[src/rtl/multi_hit_debouncer.sv]
`default_nettype none
// ============================================================================
// multi_hit_debouncer
//   Per-channel synchroniser, rising-edge detector and lockout window feeding
//   a lowest-index-first arbiter into a small channel-index event FIFO.
//   Option macro DEBOUNCE_RELEASE_EN: falling edges also restart the lockout.
// Revision: 1.0
// ============================================================================
module multi_hit_debouncer #(
    parameter int CLK_FREQ   = 48000000,
    parameter int LOCKOUT_MS = 10,
    parameter int NUM_CH     = 4,
    parameter int FIFO_DEPTH = 8
) (
    input  logic                      clk,
    input  logic                      reset,
    input  logic [NUM_CH-1:0]         unsync_hit,
    output logic [NUM_CH-1:0]         sync_hit,
    output logic                      evt_valid,
    input  logic                      evt_ready,
    output logic [$clog2(NUM_CH)-1:0] evt_ch,
    output logic                      evt_overflow,
    input  logic                      clear_overflow
);

    localparam int WAIT_CYCLES = (CLK_FREQ / 1000) * LOCKOUT_MS;
    localparam int CW          = $clog2(WAIT_CYCLES + 1);
    localparam int CHW         = $clog2(NUM_CH);
    localparam int PW          = $clog2(FIFO_DEPTH);
    localparam logic [CW-1:0] C_WAIT = CW'(WAIT_CYCLES);

    logic [NUM_CH-1:0] r_s0;
    logic [NUM_CH-1:0] r_s1;
    logic [NUM_CH-1:0] r_sync;
    logic [NUM_CH-1:0] r_pending;
    logic [NUM_CH-1:0] w_accept;
    logic [NUM_CH-1:0] w_grant;
    logic [CHW-1:0]    w_grant_idx;
    logic              w_push;
    logic              w_pop;
    logic              w_full;
    logic              w_empty;
    logic              w_ovf_new;
    logic [PW:0]       r_wr_ptr;
    logic [PW:0]       r_rd_ptr;
    logic [CHW-1:0]    r_mem [FIFO_DEPTH];
    logic              r_overflow;

    always_ff @(posedge clk) begin
        if (reset) begin
            r_s0   <= '0;
            r_s1   <= '0;
            r_sync <= '0;
        end else begin
            r_s0   <= unsync_hit;
            r_s1   <= r_s0;
            r_sync <= w_accept;
        end
    end

    for (genvar gi = 0; gi < NUM_CH; gi++) begin : g_ch
        logic [CW-1:0] r_cnt;
        logic          w_rise;
        logic          w_fall;

        assign w_rise       = r_s0[gi] & ~r_s1[gi];
        assign w_fall       = ~r_s0[gi] & r_s1[gi];
        assign w_accept[gi] = w_rise & (r_cnt == '0);

        always_ff @(posedge clk) begin
            if (reset) begin
                r_cnt <= '0;
            end else if (r_cnt != '0) begin
                r_cnt <= r_cnt - CW'(1);
            end else if (w_rise) begin
                r_cnt <= C_WAIT;
`ifdef DEBOUNCE_RELEASE_EN
            end else if (w_fall) begin
                r_cnt <= C_WAIT;
`endif
            end
        end

`ifndef DEBOUNCE_RELEASE_EN
        logic w_fall_unused;
        assign w_fall_unused = w_fall;
`endif
    end

    assign w_empty = (r_wr_ptr == r_rd_ptr);
    assign w_full  = (r_wr_ptr[PW] != r_rd_ptr[PW]) &&
                     (r_wr_ptr[PW-1:0] == r_rd_ptr[PW-1:0]);
    assign w_pop   = ~w_empty & evt_ready;

    // A pop frees the slot on the same edge, so a full FIFO still accepts a push.
    always_comb begin
        w_grant_idx = '0;
        w_grant     = '0;
        for (int i = NUM_CH - 1; i >= 0; i--) begin
            if (r_pending[i]) begin
                w_grant_idx = CHW'(i);
            end
        end
        w_push = (|r_pending) & (~w_full | w_pop);
        if (w_push) begin
            w_grant[w_grant_idx] = 1'b1;
        end
    end

    assign w_ovf_new = |(w_accept & r_pending & ~w_grant);

    always_ff @(posedge clk) begin
        if (reset) begin
            r_pending  <= '0;
            r_wr_ptr   <= '0;
            r_rd_ptr   <= '0;
            r_overflow <= 1'b0;
        end else begin
            r_pending  <= (r_pending & ~w_grant) | w_accept;
            r_overflow <= w_ovf_new | (r_overflow & ~clear_overflow);
            if (w_push) begin
                r_wr_ptr <= r_wr_ptr + 1'b1;
            end
            if (w_pop) begin
                r_rd_ptr <= r_rd_ptr + 1'b1;
            end
        end
    end

    always_ff @(posedge clk) begin
        if (w_push) begin
            r_mem[r_wr_ptr[PW-1:0]] <= w_grant_idx;
        end
    end

    assign sync_hit     = r_sync;
    assign evt_valid    = ~w_empty;
    assign evt_ch       = w_empty ? '0 : r_mem[r_rd_ptr[PW-1:0]];
    assign evt_overflow = r_overflow;

endmodule
`default_nettype wire

[config.mk]
export PLATFORM = sky130hd
export DESIGN_NAME = multi_hit_debouncer
export DESIGN_NICKNAME = d
export VERILOG_FILES = /design/src/rtl/multi_hit_debouncer.sv
export SDC_FILE = /design/constraint.sdc
export NUM_CORES = 1
export LEC_CHECK = 0
export ABC_AREA = 1
export CAP_MARGIN = 30
export CORE_MARGIN = 5
export CORE_UTILIZATION = 45
export CTS_BUF_LIST = sky130_fd_sc_hd__clkbuf_4 sky130_fd_sc_hd__clkbuf_8 sky130_fd_sc_hd__clkbuf_16
export CTS_CLUSTER_SIZE = 10
export DETAILED_ROUTE_END_ITERATION = 10
export HOLD_SLACK_MARGIN = 0.06
export PLACE_DENSITY_LB_ADDON = 0.2
export SLEW_MARGIN = 20
export SYNTH_ARGS = -nofsm -noshare
export SYNTH_HDL_FRONTEND = slang
export SYNTH_SLANG_ARGS = --single-unit
export TNS_END_PERCENT = 20
[constraint.sdc]
create_clock -name clk -period 3.4 [get_ports clk]
set_clock_uncertainty 0.15 [all_clocks]
set_input_delay 0.68 -clock clk [delete_from_list [all_inputs] [get_ports clk]]
set_output_delay 0.68 -clock clk [all_outputs]
set_load 0.005 [all_outputs]
==> flow_summary.yaml <==
outcome:
  run_status: "completed"
yosys:
  synth_top_family_by_area: "simple AND/OR/NAND/NOR gates"
  synth_cell_type_count: 43
  post_synth.cell_area_avg_sq_um: 7.56
  muxShareOfSynthArea: 0
  mappedNetlistNets: 813
  synth-adder-area-share: 0.0187
  synth-xor-area-share: 0.0466
  mappedNetlistArea_sq_mm: 0.00602
  synth_enable_flop_cells: 16
  share_of_synthesized_area_occupied_by_flip_flops_and_latches: 0.426
  netlist_instances: 796
  yosys.area_share.simple: 0.354
  synth.yosys.warnings: 0
  flip_flop_and_latch_count_after_synthesis: 120
  main_flop_type_after_synthesis: "dfxtp_1"
  area_fraction_in_compound_gates_after_synthesis: 0.0919
  proportion_of_synthesized_flip_flops_having_asynchronous_set_or_reset: 0
cts:
  clock_sinks: 120
  cts.repair_timing.setup_buffer_count: 0
  cts-htree-levels: 4
  cts.clk_slew.worst_paths_ns: 0.05
  tritoncts: "built"
  ctsResizeCount: 0
  cts_made_buffers: 17
  cts_root_buffer: "clkbuf_16"
  cts_hold_buffers: 0
  number_of_buffers_on_the_longest_clock_path: 2
  insertion_delay_ns: 0.41
die:
  start_util: 0.456
  die_height_um: 126
  floorplan.io_pins: 16
  coreArea_sq_mm: 0.0132
  die-area_sq_mm: 0.0158
  fp.dieW_um: 126
  core.rowCount: 42
detailed_routing:
  via_per_inst: 5.04
  totalWireLength_mm: 12.6
  avgRoutedWirePerCell_um: 12.5
  detailedRoute.firstPassIterationCount: 5
  drc: 0
  drt_iter0_markers: 306
  dr_total_vias: 5083
  postRouteAntennaNets: 0
cells_and_area:
  most-common-layout-cells: "nor2_1 (140), nand2_1 (134), dfxtp_1 (104)"
  nNetsFinal: 837
  final_layout_size_suffix_gt1_frac: 0.131
  area_growth_syn_to_layout_pct: 15.0
  fill_cells: 1237
  layout.cells.most_common: "nor2_1"
  insertedDiodeCount: 0
setup_path:
  data_required_critical_path_ns: 2.57
  crit_path_end_kind: "output pin"
  worst_setup_path_start_kind: "register"
  worst_ep_arrival_time_ns: 2.02
  critical_path_peak_fanout: 9
  crit_type: "reg2out"
job:
  drv.max_cap_violation_count: 0
global_route:
  met1_usage: 0.210
  track_usage: 0.167
  grt_pass1_wl_mm: 22.0
  grt_antenna_before_repair: 0
  grt_pass1_vias: 4878
  grt_max_degree: 75
  grt.busiest_layer: "met2"
  globalRouteMet2Util: 0.277
  grt_util_met3: 0.0461
  globalRouteOverflowTotal: 0
sta:
  rsz0062_at_grt: "no"
  finalSetupViolations: 0
  final.setup.worst_slack_ns: 0.546
  max_freq_mhz: 350
  fin_crit_sh: 0.840
  worst_slew_margin_rel: 0.452
  worst_slew_pin_slew_ns: 0.822
  timing.final.crit_period_ns: 2.85
  fin_tns_setup_ns: 0
  final-hold-violation-count: 0
  slew_violations: 0
pwr:
  powerDensity_mw_per_mm2: 1160
  leakagePower_nw: 2.88
  total_power_mw: 8.03
  peak_supply_drop_mv: 0.504
min_path:
  worst_min_delay_path_class: "reg2reg"
place:
  dp_worst_setup_slack_ns: 1.00
  globalplace.congestion: 0.886
  detailedPlacementHpwl_mm: 9.12
  io_buffers: 15
==> cell families after synthesis <==
group | Yosys count
compound gates | 98
xor+xnor | 32
fa+ha+maj | 9
buf+inv | 101
flops | 120
simple gates | 436
==> flip-flops by register name, summed over array words and instances (netlist names), named ones only <==
| register | count |
|---|---|
| r_wr_ptr | 4 |
| evt_overflow | 1 |
| r_s1 | 4 |
| sync_hit | 4 |
| g_ch.r_cnt | 76 |
| r_mem | 16 |
| r_rd_ptr | 4 |
| r_pending | 4 |
| r_s0 | 4 |
==> cell usage after synthesis, types with 2 or more instances <==
master	instances	area, sq um
nand3_4	2	35.0
nor2_4	9	101
nor3b_1	2	15.0
nand4_1	8	50.1
nor4_1	5	31.3
inv_2	9	33.8
clkbuf_1	9	33.8
nor2_2	26	163
nand2_2	10	62.6
nand2_4	2	22.5
edfxtp_1	16	480
a211oi_1	5	37.5
nor2_1	140	526
inv_1	80	300
xnor2_1	13	114
nand4_4	3	63.8
a21oi_1	38	190
ha_1	9	113
o21ai_0	31	155
dfxtp_1	104	2080
nand3b_1	2	15.0
nand3_1	37	185
nand2_1	134	503
a311oi_1	6	52.6
a31oi_1	4	25.0
or2_2	5	31.3
o22ai_1	2	12.5
o21a_1	2	15.0
nand3_2	2	20.0
a31o_2	2	17.5
o21ai_1	6	30.0
xor2_1	19	166
nor2_8	3	60.1
nor3_1	42	210
==> worst paths after layout <==
path,from,end,slack [ns],depth (start not counted)
worst min-delay path,r_s0[1]$_SDFF_PP0_,r_s1[1]$_SDFF_PP0_,0.28,2
worst max register to register,g_ch[2].r_cnt[0]$_SDFFE_PP0P_,g_ch[2].r_cnt[14]$_SDFFE_PP0P_,1.40,8
worst min register to register,r_s0[1]$_SDFF_PP0_,r_s1[1]$_SDFF_PP0_,0.28,2
worst max-delay path,register,evt_ch[1],0.55,6
==> layout make-up <==
type / instances / area (sq um) / share of cell area
multi-input cells: 575 / 3080 / 0.445
flip-flops and latches: 120 / 2560 / 0.370
clock buffers: 22 / 469 / 0.0678
inverters: 90 / 338 / 0.0488
well taps: 176 / 220 / 0.0318
repair buffers: 16 / 153 / 0.0220
clock inverters: 10 / 103 / 0.0148
==> report_power, final <==
part	switching, mW	total (mW)	internal (mW)
combinational	2.51	3.96	1.45
sequential	0.442	2.35	1.91
clock	0.603	1.72	1.12
==> per-layer routing <==
layer / vias to the layer above / wire length (um) / share of wire
met5: - / 0 / 0
met4: 0 / 178 / 0.014
met3: 20 / 503 / 0.040
met2: 93 / 5900 / 0.47
met1: 2311 / 5990 / 0.48
li1: 2659 / - / -
==> through the flow <==
step | hold slack [ns] | std cells | util | instance area (sq um)
floorplan | 0.261 | 796 | - | 6020
global placement | 0.268 | 977 | 0.482 | 6350
detailed placement | 0.272 | 977 | 0.482 | 6350
CTS | 0.279 | 1009 | 0.525 | 6920
global route | 0.307 | 1009 | 0.525 | 6920
finish | 0.277 | 1009 | 0.525 | 6920
==> critical path: stages (launching register included) <==
cell             delay (ns)
dfxtp_1                0.46
inv_1                  0.16
o21ai_0                0.19
o22ai_1                0.11
o21ai_0                0.19
a31oi_1                0.06
clkdlybuf4s50_1        0.45
Power figures use the tool's default switching activity.
